## config.mk

```make
export PLATFORM = sky130hd
export DESIGN_NAME = i2c_codec_slave
export DESIGN_NICKNAME = d
export VERILOG_FILES = /design/src/rtl/i2c_codec_slave.sv
export SDC_FILE = /design/constraint.sdc
export NUM_CORES = 1
export LEC_CHECK = 0
export ABC_AREA = 0
export CORE_ASPECT_RATIO = 1.25
export CORE_UTILIZATION = 38
export CTS_CLUSTER_SIZE = 30
export DETAILED_ROUTE_END_ITERATION = 7
export MAX_ROUTING_LAYER = met4
export PLACE_DENSITY = 0.56
export SLEW_MARGIN = 25
export SYNTH_ARGS = -nofsm -noshare
export SYNTH_HDL_FRONTEND = slang
export SYNTH_SLANG_ARGS = --single-unit
```

## constraint.sdc

```tcl
create_clock -name clk -period 2.5 [get_ports clk]
set_input_delay 0.5 -clock clk [delete_from_list [all_inputs] [get_ports clk]]
set_output_delay 0.5 -clock clk [all_outputs]
set_load 0.01 [all_outputs]
```

## src/rtl/i2c_codec_slave.sv

```systemverilog
// Write-only I2C target for the 3-byte codec configuration frame (address+W, sub-address, data).
// SCL/SDA are oversampled on clk; matching bytes are ACKed and each completed pair is strobed out.
module i2c_codec_slave #(
    parameter logic [6:0] DEV_ADDR    = 7'h1A,
    parameter int         SYNC_STAGES = 2
) (
    input  logic       clk,
    input  logic       ar,
    input  logic       scl_in,
    input  logic       sda_in,
    output logic       sda_oe,
    output logic       wr_valid,
    output logic [7:0] wr_subaddr,
    output logic [7:0] wr_data,
    output logic       busy,
    output logic       frame_err
);

    typedef enum logic [2:0] {
        IDLE,
        ADDR,
        ADDR_ACK,
        SUB,
        SUB_ACK,
        DATA,
        DATA_ACK,
        IGNORE
    } state_t;

    // SDA runs one stage behind SCL so a data change at an SCL fall is seen after the fall.
    logic [SYNC_STAGES:0]   scl_pipe;
    logic [SYNC_STAGES+1:0] sda_pipe;

    logic scl_c, scl_d, sda_c, sda_d;
    logic scl_rise, scl_fall, start_det, stop_det;

    state_t     state, state_next;
    logic [2:0] bit_cnt, bit_cnt_next;
    logic       byte_done, byte_done_next;
    logic [7:0] shift_reg, shift_next;
    logic [7:0] sub_shadow, sub_next;
    logic [7:0] data_shadow, data_next;
    logic [7:0] wr_subaddr_next, wr_data_next;
    logic       wr_valid_next, frame_err_next, sda_oe_next;

    assign scl_c = scl_pipe[SYNC_STAGES-1];
    assign scl_d = scl_pipe[SYNC_STAGES];
    assign sda_c = sda_pipe[SYNC_STAGES];
    assign sda_d = sda_pipe[SYNC_STAGES+1];

    assign scl_rise  = scl_c & ~scl_d;
    assign scl_fall  = ~scl_c & scl_d;
    assign start_det = scl_c & sda_d & ~sda_c;
    assign stop_det  = scl_c & ~sda_d & sda_c;

    assign busy = (state != IDLE);

    // Pipelines reset to the idle-bus level so leaving reset never looks like an edge.
    always_ff @(posedge clk or posedge ar) begin
        if (ar) begin
            scl_pipe <= '1;
            sda_pipe <= '1;
        end else begin
            scl_pipe <= {scl_pipe[SYNC_STAGES-1:0], scl_in};
            sda_pipe <= {sda_pipe[SYNC_STAGES:0], sda_in};
        end
    end

    always_ff @(posedge clk or posedge ar) begin
        if (ar) begin
            state       <= IDLE;
            bit_cnt     <= 3'd0;
            byte_done   <= 1'b0;
            shift_reg   <= 8'h00;
            sub_shadow  <= 8'h00;
            data_shadow <= 8'h00;
            wr_subaddr  <= 8'h00;
            wr_data     <= 8'h00;
            wr_valid    <= 1'b0;
            frame_err   <= 1'b0;
            sda_oe      <= 1'b0;
        end else begin
            state       <= state_next;
            bit_cnt     <= bit_cnt_next;
            byte_done   <= byte_done_next;
            shift_reg   <= shift_next;
            sub_shadow  <= sub_next;
            data_shadow <= data_next;
            wr_subaddr  <= wr_subaddr_next;
            wr_data     <= wr_data_next;
            wr_valid    <= wr_valid_next;
            frame_err   <= frame_err_next;
            sda_oe      <= sda_oe_next;
        end
    end

    always_comb begin
        state_next      = state;
        bit_cnt_next    = bit_cnt;
        byte_done_next  = byte_done;
        shift_next      = shift_reg;
        sub_next        = sub_shadow;
        data_next       = data_shadow;
        wr_subaddr_next = wr_subaddr;
        wr_data_next    = wr_data;
        wr_valid_next   = 1'b0;
        frame_err_next  = frame_err;

        if (start_det) begin
            state_next     = ADDR;
            bit_cnt_next   = 3'd0;
            byte_done_next = 1'b0;
            shift_next     = 8'h00;
            sub_next       = 8'h00;
            data_next      = 8'h00;
            frame_err_next = 1'b0;
        end else if (stop_det) begin
            state_next     = IDLE;
            bit_cnt_next   = 3'd0;
            byte_done_next = 1'b0;
            if (state != IDLE && state != IGNORE) begin
                frame_err_next = 1'b1;
            end
        end else begin
            case (state)
                ADDR, SUB, DATA: begin
                    if (scl_rise) begin
                        shift_next   = {shift_reg[6:0], sda_c};
                        bit_cnt_next = bit_cnt + 3'd1;
                        if (bit_cnt == 3'd7) begin
                            byte_done_next = 1'b1;
                        end
                    end else if (scl_fall && byte_done) begin
                        // The fall after the eighth bit opens the ACK slot.
                        byte_done_next = 1'b0;
                        if (state == ADDR) begin
                            if (shift_reg == {DEV_ADDR, 1'b0}) begin
                                state_next = ADDR_ACK;
                            end else begin
                                state_next     = IGNORE;
                                frame_err_next = 1'b1;
                            end
                        end else if (state == SUB) begin
                            sub_next   = shift_reg;
                            state_next = SUB_ACK;
                        end else begin
                            data_next  = shift_reg;
                            state_next = DATA_ACK;
                        end
                    end
                end
                ADDR_ACK: if (scl_fall) state_next = SUB;
                SUB_ACK:  if (scl_fall) state_next = DATA;
                DATA_ACK: begin
                    if (scl_fall) begin
                        state_next      = IGNORE;
                        wr_subaddr_next = sub_shadow;
                        wr_data_next    = data_shadow;
                        wr_valid_next   = 1'b1;
                    end
                end
                default: ;
            endcase
        end

        sda_oe_next = (state_next == ADDR_ACK) || (state_next == SUB_ACK) ||
                      (state_next == DATA_ACK);
    end

endmodule
```

* Word-level counts from Yosys, hierarchy flattened
Cells that the tools add are included.
** Operators by class
- Add/sub/neg operators :: 1
- Eq/ne operators :: 20
- Multiplexer cells :: 51
- Bitwise operators :: 12
- Reduce and logical (&&, ||, !) cells :: 22
** Operator list (count)
- 8-bit two-way mux :: 18
- 3-bit two-way mux :: 13
- 3-bit == test (second input constant) :: 6
- 1-bit two-way mux :: 18
- 6-bit AND reduction :: 3
- 3-bit nonzero test :: 5
- 3-bit case mux with 4 select lines :: 1
- 3-bit by 2-bit == test with 1-bit output (second input constant) :: 3
- 8-bit by 6-bit == test with 1-bit output (second input constant) :: 1
- 2-bit nonzero test :: 4
- 1-bit bitwise AND :: 6
- 2-bit inequality test (second input constant) :: 3
- 3-bit inequality test (second input constant) :: 2
- 1-bit inverter :: 6
- 3-bit AND reduction :: 2
- 4-bit by 1-bit inequality test with 1-bit output (second input constant) :: 1
- 4-bit AND reduction :: 1
- 4-bit nonzero test :: 1
- 3-bit by 1-bit adder with 3-bit output (second input constant) :: 1
- 3-bit by 1-bit == test with 1-bit output (second input constant) :: 1
- 3-bit by 1-bit inequality test with 1-bit output (second input constant) :: 1
- 3-bit by 2-bit inequality test with 1-bit output (second input constant) :: 1
- 3-bit OR reduction :: 1
- 1-bit logical AND :: 2
- other kinds (4) :: 5
** Storage, ports and cells
- Bits in registers :: 57
- Output and inout port bits :: 20
- Logic and storage cells :: 119

* Depth between registers and ports, before layout
Gate-level depths: netlist (run 1).
- Word-level depth :: 11
- Mapped depth :: 6

* Worst setup path before layout (run 1)
No wires, ideal clock.
- Path type :: reg-to-reg
- From :: register scl_pipe[2]
- To :: register sub_shadow[1]
- Setup time :: 0.125 ns
- Data arrival time :: 1.518 ns
- Data required time :: 2.375 ns
- Slack :: 0.857 ns
- Cell stages (with the launch flop) :: 7
- Path buffers :: 2
- Period minus slack after synthesis :: 1.643 ns
- Path through :: dfstp_2 -> buf_4 -> nand4b_4 -> nor2_1 -> a21bo_1 -> buf_2 -> mux2_2
** On the way
- Cells in the longest elaborated chain, start to end :: 4
- Elaborated cells on any way between the ends :: 7
- Those cells by class :: eq/ne (1); bitwise (3); reduce/logical (3)
** Ends and longest elaborated chain
- start, declared :: line 31 : logic [SYNC_STAGES:0] scl_pipe;
- start signal, assigned :: line 64 : scl_pipe <= {scl_pipe[SYNC_STAGES-1:0], scl_in};
- 1-bit inverter / 1-bit bitwise AND (equally long branches) :: line 51, 52
- 1-bit bitwise AND / 1-bit logical AND (equally long branches) :: line 51, 133
- 2-bit by 1-bit inequality test with 1-bit output (no source line) / 2-bit nonzero test (equally long branches)
- 6-bit AND reduction (no source line) (*)
- end signal, assigned :: line 87 : sub_shadow <= sub_next;
- end, declared :: line 41 : logic [7:0] sub_shadow, sub_next;
Every way passes the cells marked *; elsewhere a longest branch is shown, timed or not.
A chain may end at the register's enable or synchronous reset.

* Worst setup path after layout (run 1)
- From :: register state[0]
- To :: output busy
** On the way
- Cells in the longest elaborated chain, start to end :: 1
** Ends and longest elaborated chain
- start, declared :: line 37 : state_t state, state_next;
- start signal, assigned :: line 83 : state <= state_next;
- 3-bit nonzero test :: line 56 : assign busy = (state != IDLE);
- end, declared :: line 15 : output logic busy,
Every way passes these cells.

==> results list, run 1 <==
* Status: finished clean
* Longest individual stage delay on the worst path: 0.51 ns
* Final Critical Period: 2.32 ns
- Most used standard cells in the synthesized netlist: sky130_fd_sc_hd__dfrtp_1 (50), sky130_fd_sc_hd__mux2_2 (21), sky130_fd_sc_hd__mux2_1 (12)
- Entering global routing, the biggest net connects 24 pins.
- Setup repair after global routing missed its margin: no
- Number of routed nets with antenna violations: 0
* Number of H-tree branching levels: 3
- Dividing the detail-routed via count by the number of cells gives 5.18.
- Post-synthesis cell area: 2430 um2
- Area added between synthesis and finish: 21.0%
- Lkg Pwr: 1.40 nW
* I/O pin total: 24
* Worst Path Max Fanout: 10
* Post-CTS setup buffers: 0
- Among all stages on the critical path, the largest delay is contributed by sky130_fd_sc_hd__or3_2.
- The via count of the first global-routing pass is 1546.
* Final TNS setup: 0 ns
- The netlist uses 43 different library cells.
- In this run the worst hold path is classified as flip-flop to flip-flop.
- Fraction of the cycle the final worst path needs: 92.9%
- For this run, the detailed router's first-pass iteration total came to 4.
- Post-route worst hold slack: 0.355 ns
- The net count of the finished layout is 213.
* Setup Crit Path Kind: flip-flop to output port
- Endpoint kind of the worst setup timing path: output port
* Portion of synthesized cell area occupied by the leading cell type: 51.4%
- Starting density of the core: 39.5%
- Sequential-to-total area share from yosys stat: 59.0%
- Count of clock tree sinks: 57
- Maximum vdd ir drop: 329 uV
- Final setup skew: 0.00956 ns
* Top-count cell post-synth: sky130_fd_sc_hd__dfrtp_1
* First-pass GRT wire length: 7540 um
- The HPWL after detailed placement is 3040 um.
- The die covers 6730 um2.
- Final Slew Violations: 0
* Via count: 1538
- Die Height: 91.5 um
- Die boundary width: 73.6 um
* Data arrival time of the critical path: 1.82 ns
- In this run, synthesis inferred 0 flip-flops with an integrated enable.
- Summed over all instances, the cell type with the most area after synthesis is sky130_fd_sc_hd__dfrtp_1.
* Setup Viol. Count Final: 0
- Yosys attributes the largest share of cell area to sky130_fd_sc_hd__dfrtp_1 (51%), sky130_fd_sc_hd__mux2_2 (9.7%), sky130_fd_sc_hd__dfstp_2 (7.6%).
- Bufs on Longest Clock Path: 2
* Critical path launch point type: flip-flop
* Overall global routing resource usage: 15.7%
- The later pin in the worst-skew pair is clocked with a latency of 0.34 ns.
* Number of synthesis warnings: 0
- After detailed routing, the average wire length per cell comes to 14.7 um.
- Power comes to 2.12 mW.
* ANT cells: 0
* Gpl congestion: 0.890
* Max-Cap Viols: 0
- Clock Root Buffer: sky130_fd_sc_hd__clkbuf_8
- The routed design has 4380 um of wire.
- Remaining design rule violation count: 0
* TritonCTS clock tree: built
* Post-synthesis area per instance: 13.6 um2
* Cell chain of the critical path: or3_2 -> clkdlybuf4s50_1
- Highest clock frequency the design can meet: 0.430 GHz
* Clock transition at the registers of the reported paths: 0.06 ns
- TritonCTS created 9 clock buffers.
- The number of hold violations in the final report was 0.
* Number of nets in the synthesized netlist: 185
- Number of hold buffers added after CTS: 0
- For this run, asynchronously set or reset flops after synthesis account for 100%.
- PortBufs: 23
- The worst pin sits at a relative slew slack of 59.7%.
- Measured slew at the worst slew-check pin: 0.604 ns
- Power spread over the standard cell area amounts to 721 nW/um2.
* Gate count after technology mapping: 179
* Gates resized, CTS repair: 0
- Cells with a size suffix above 1 make up 27.8% of the layout.
- The first routing iteration left 59 violations.
- After synthesis the netlist holds a flip-flop and latch count of 57.
- Antenna violations before repair: 0
* Main synth FF type: sky130_fd_sc_hd__dfrtp_1
- After floorplanning, the core was divided into 32 placement rows.
- Required @ worst endpoint: 2.00 ns
- Global-route congestion overflow total: 0
* Placeable Area: 6170 um2
## through the flow
| step | cell area, um2 | utilization (%) | cells | worst slack, ns |
|---|---|---|---|---|
| final | 2950 | 47.8 | 297 | 0.177 |
| after detailed placement | 2730 | 44.2 | 281 | 0.537 |
| after global routing | 2950 | 47.8 | 297 | 0.113 |
| after CTS | 2950 | 47.8 | 297 | 0.162 |
| after floorplan | 2430 | - | 179 | 0.612 |
| after global placement | 2730 | 44.2 | 281 | 0.545 |
## layout make-up
| cell class | count | area (um2) |
|---|---|---|
| Clock buffer | 9 | 124 |
| Clock inverter | 7 | 93.8 |
| Fill cell | 570 | 3220 |
| Inverter | 5 | 18.8 |
| Multi-Input combinational cell | 107 | 907 |
| Sequential cell | 57 | 1440 |
| Tap cell | 85 | 106 |
| Timing Repair Buffer | 27 | 260 |
## critical path, delay by kind of cell (launching register included)
kind          cells  cell delay [ns]
flops             1             0.50
buf+inv           1             0.49
simple gates      1             0.51
## layer usage
layer,global-route usage (%),share of wire [%],vias up
met5,-,0,-
met4,9.29,4.0,0
li1,-,-,699
met2,24.2,51,41
met1,17.7,41,773
met3,4.77,3.7,25
## kinds of logic (layout without fill, tap and decap cells)
group	Yosys count	after routing	synth area share, %
xor+xnor	1	1	0.360
buf+inv	15	48	3.75
compound gates	35	35	11.1
mux	33	33	15.3
fa+ha+maj	2	2	1.03
flops	57	57	59.0
simple gates	36	36	9.51
## worst paths after layout
path	from	end	slack, ns	cells past startpoint
max	state[0]	busy	0.18	2
min	scl_pipe[0]	scl_pipe[1]	0.36	0
max reg2reg	scl_pipe[2]	sub_shadow[3]	0.62	4
min reg2reg	scl_pipe[0]	scl_pipe[1]	0.36	0
max in group asynchronous	ar	sda_pipe[2]	1.34	3
min in group asynchronous	ar	wr_data[5]	0.49	2
## power by group
group / leakage (nW) / switching (mW) / internal, mW
clock: 0.106 / 0.372 / 0.560
sequential: 0.756 / 0.0469 / 0.983
combinational: 0.533 / 0.0769 / 0.0853
total: 1.40 / 0.496 / 1.63
## layout by cell type, fill, tap and decap left out, types with 3 or more instances in the layout
master,n
sky130_fd_sc_hd__dfstp_2,7
sky130_fd_sc_hd__mux2_1,12
sky130_fd_sc_hd__mux2_2,21
sky130_fd_sc_hd__clkdlybuf4s50_1,23
sky130_fd_sc_hd__nand2_1,4
sky130_fd_sc_hd__buf_4,4
sky130_fd_sc_hd__nand3_1,3
sky130_fd_sc_hd__nor2_1,6
sky130_fd_sc_hd__dfrtp_1,50
sky130_fd_sc_hd__inv_1,4
sky130_fd_sc_hd__clkbuf_8,9
sky130_fd_sc_hd__a21oi_1,4
sky130_fd_sc_hd__a22o_1,8
sky130_fd_sc_hd__and2_1,9
sky130_fd_sc_hd__o21ai_0,6
No activity file was read; power rests on OpenSTA's default activity.
==> run 2, diff against run 1 <==
Settings changed: CTS_CLUSTER_SIZE 30 to 20.
==> results of run 2 <==
Final layout, timing and power as in run 1 (identical DEF).
==> edit: new RTL, config.mk and constraints of run 1 <==
Register the inputs `scl_in` and `sda_in` before use, with the module's reset. The logic sees them one clock later.
--- a/src/rtl/i2c_codec_slave.sv
+++ b/src/rtl/i2c_codec_slave.sv
@@ -26,6 +26,19 @@
         DATA_ACK,
         IGNORE
     } state_t;
+
+    logic scl_q;
+    logic sda_q;
+
+    always_ff @(posedge clk or posedge ar) begin
+        if (ar) begin
+            scl_q <= '0;
+            sda_q <= '0;
+        end else begin
+            scl_q <= scl_in;
+            sda_q <= sda_in;
+        end
+    end
 
     // SDA runs one stage behind SCL so a data change at an SCL fall is seen after the fall.
     logic [SYNC_STAGES:0]   scl_pipe;
@@ -61,8 +74,8 @@
             scl_pipe <= '1;
             sda_pipe <= '1;
         end else begin
-            scl_pipe <= {scl_pipe[SYNC_STAGES-1:0], scl_in};
-            sda_pipe <= {sda_pipe[SYNC_STAGES:0], sda_in};
+            scl_pipe <= {scl_pipe[SYNC_STAGES-1:0], scl_q};
+            sda_pipe <= {sda_pipe[SYNC_STAGES:0], sda_q};
         end
     end
 
Check against the original RTL: not equivalent (a bounded check fails within 10 cycles, from zero or initial values).
==> edit against run 1 <==
  * Core utilization rose by 0.24 points
  * Count of clock-buffer cells in the layout up 3
  * Cell area increased by 2.5%
  * Sequential cell count grew 2
  * Maximum frequency increased by 3.1%
  * Die area rose by 3.2%
  * Highest routed layer unchanged
  * Area after synthesis up 3.2%
  * Sequential share of layout area is 0.49 points higher
  * Clock power fell by 3.8%
  * Setup slack improved by 70 ps
  * Wire length grew 2.6%
  * Power grew 0.50%
==> edit: results (changes against run 1) <==
- The run finished with clean final reports.
- The normalized max-slew margin came to 0.6470 (+0.04962).
- The sequential cell area came to 0.001485 sq mm (+3.5%).
- The detailed-route vias per instance is 5.081 (-1.9%).
- The maximum net fanout on the critical path is 11 (+1).
- The first-pass GRT wire length is 7617 microns (+1.0%).
- The number of filler instances in the final layout is 578 (+1.4%).
- The switching share of total power is 0.2310 (-0.002450).
- The startpoint of the tightest hold check path is sda_pipe[1].
- The post-synth net total is 186 (+0.54%).
- The area taken by multi-input logic gates is 940.9 sq um (+3.7%).
- The maximum number of pins on one net before global-route repair is 60 (+150%).
- The reg-to-reg endpoint is sub_shadow[4].
- The post-layout net count came to 212 (-0.47%).
- The non-clock buffer total of the final layout is 24 (-11%).
- The static leakage is 1.406 nW (+0.80%).
- The number of global-route vias before repair came to 1590 (+2.8%).
- The fraction of area in clock buffers and inverters was 0.07048 (-0.003436).
- The arrival time at the worst endpoint was 1750 ps (-70 ps).
- The share of post-route cells with drive strength above 1 came to 0.3365 (+0.05819).
- The start of the worst register-to-register path is scl_pipe[1].
- The largest individual stage delay along the critical path comes from the cell sky130_fd_sc_hd__dfrtp_1.
- The sequential fraction of the synthesis area is 0.5911 (+0.001418).
- The family of cells with the greatest summed delay on the critical path is flip-flops.
- Counting instances in the post-synthesis netlist gives the leading cell types as 52 x sky130_fd_sc_hd__dfrtp_1, 32 x sky130_fd_sc_hd__mux2_2, 9 x sky130_fd_sc_hd__a22o_1.
- The layout multi-input combinational cell count is 106 (-0.93%).
edit: metrics by stage:
stage	cell area (sq um)	hold WS, ps	total power, mW	setup slack [ps]	cells
2_1_floorplan	2512	333.0	1.195	555.2	180
3_3_place_gp	2805	344.3	1.253	626.1	280
3_5_place_dp	2805	343.7	1.259	555.3	280
4_1_cts	3018	356.7	2.168	227.4	296
5_1_grt	3018	361.4	2.234	141.1	296
6_report	3018	355.1	2.134	247.2	296
edit: logic make-up (layout without fill, tap and decap cells):
family | Yosys count | in the layout | synth area share
muxes | 33 | 33 | 0.1494
DFF | 59 | 59 | 0.5911
AOI/OAI and AO/OA | 34 | 34 | 0.1086
xor gates and xnor gates | 1 | 1 | 0.003487
adders and majority gates | 3 | 3 | 0.01394
and+or+nand+nor | 35 | 35 | 0.09911
buffers and inverters | 15 | 46 | 0.03436
edit: metal layers:
metal	up-vias	share of wire	global-route usage
li1	700	-	-
met1	762	0.43	0.1739
met2	35	0.51	0.2447
met3	7	0.038	0.05114
met4	0	0.019	0.06918
met5	-	0	-
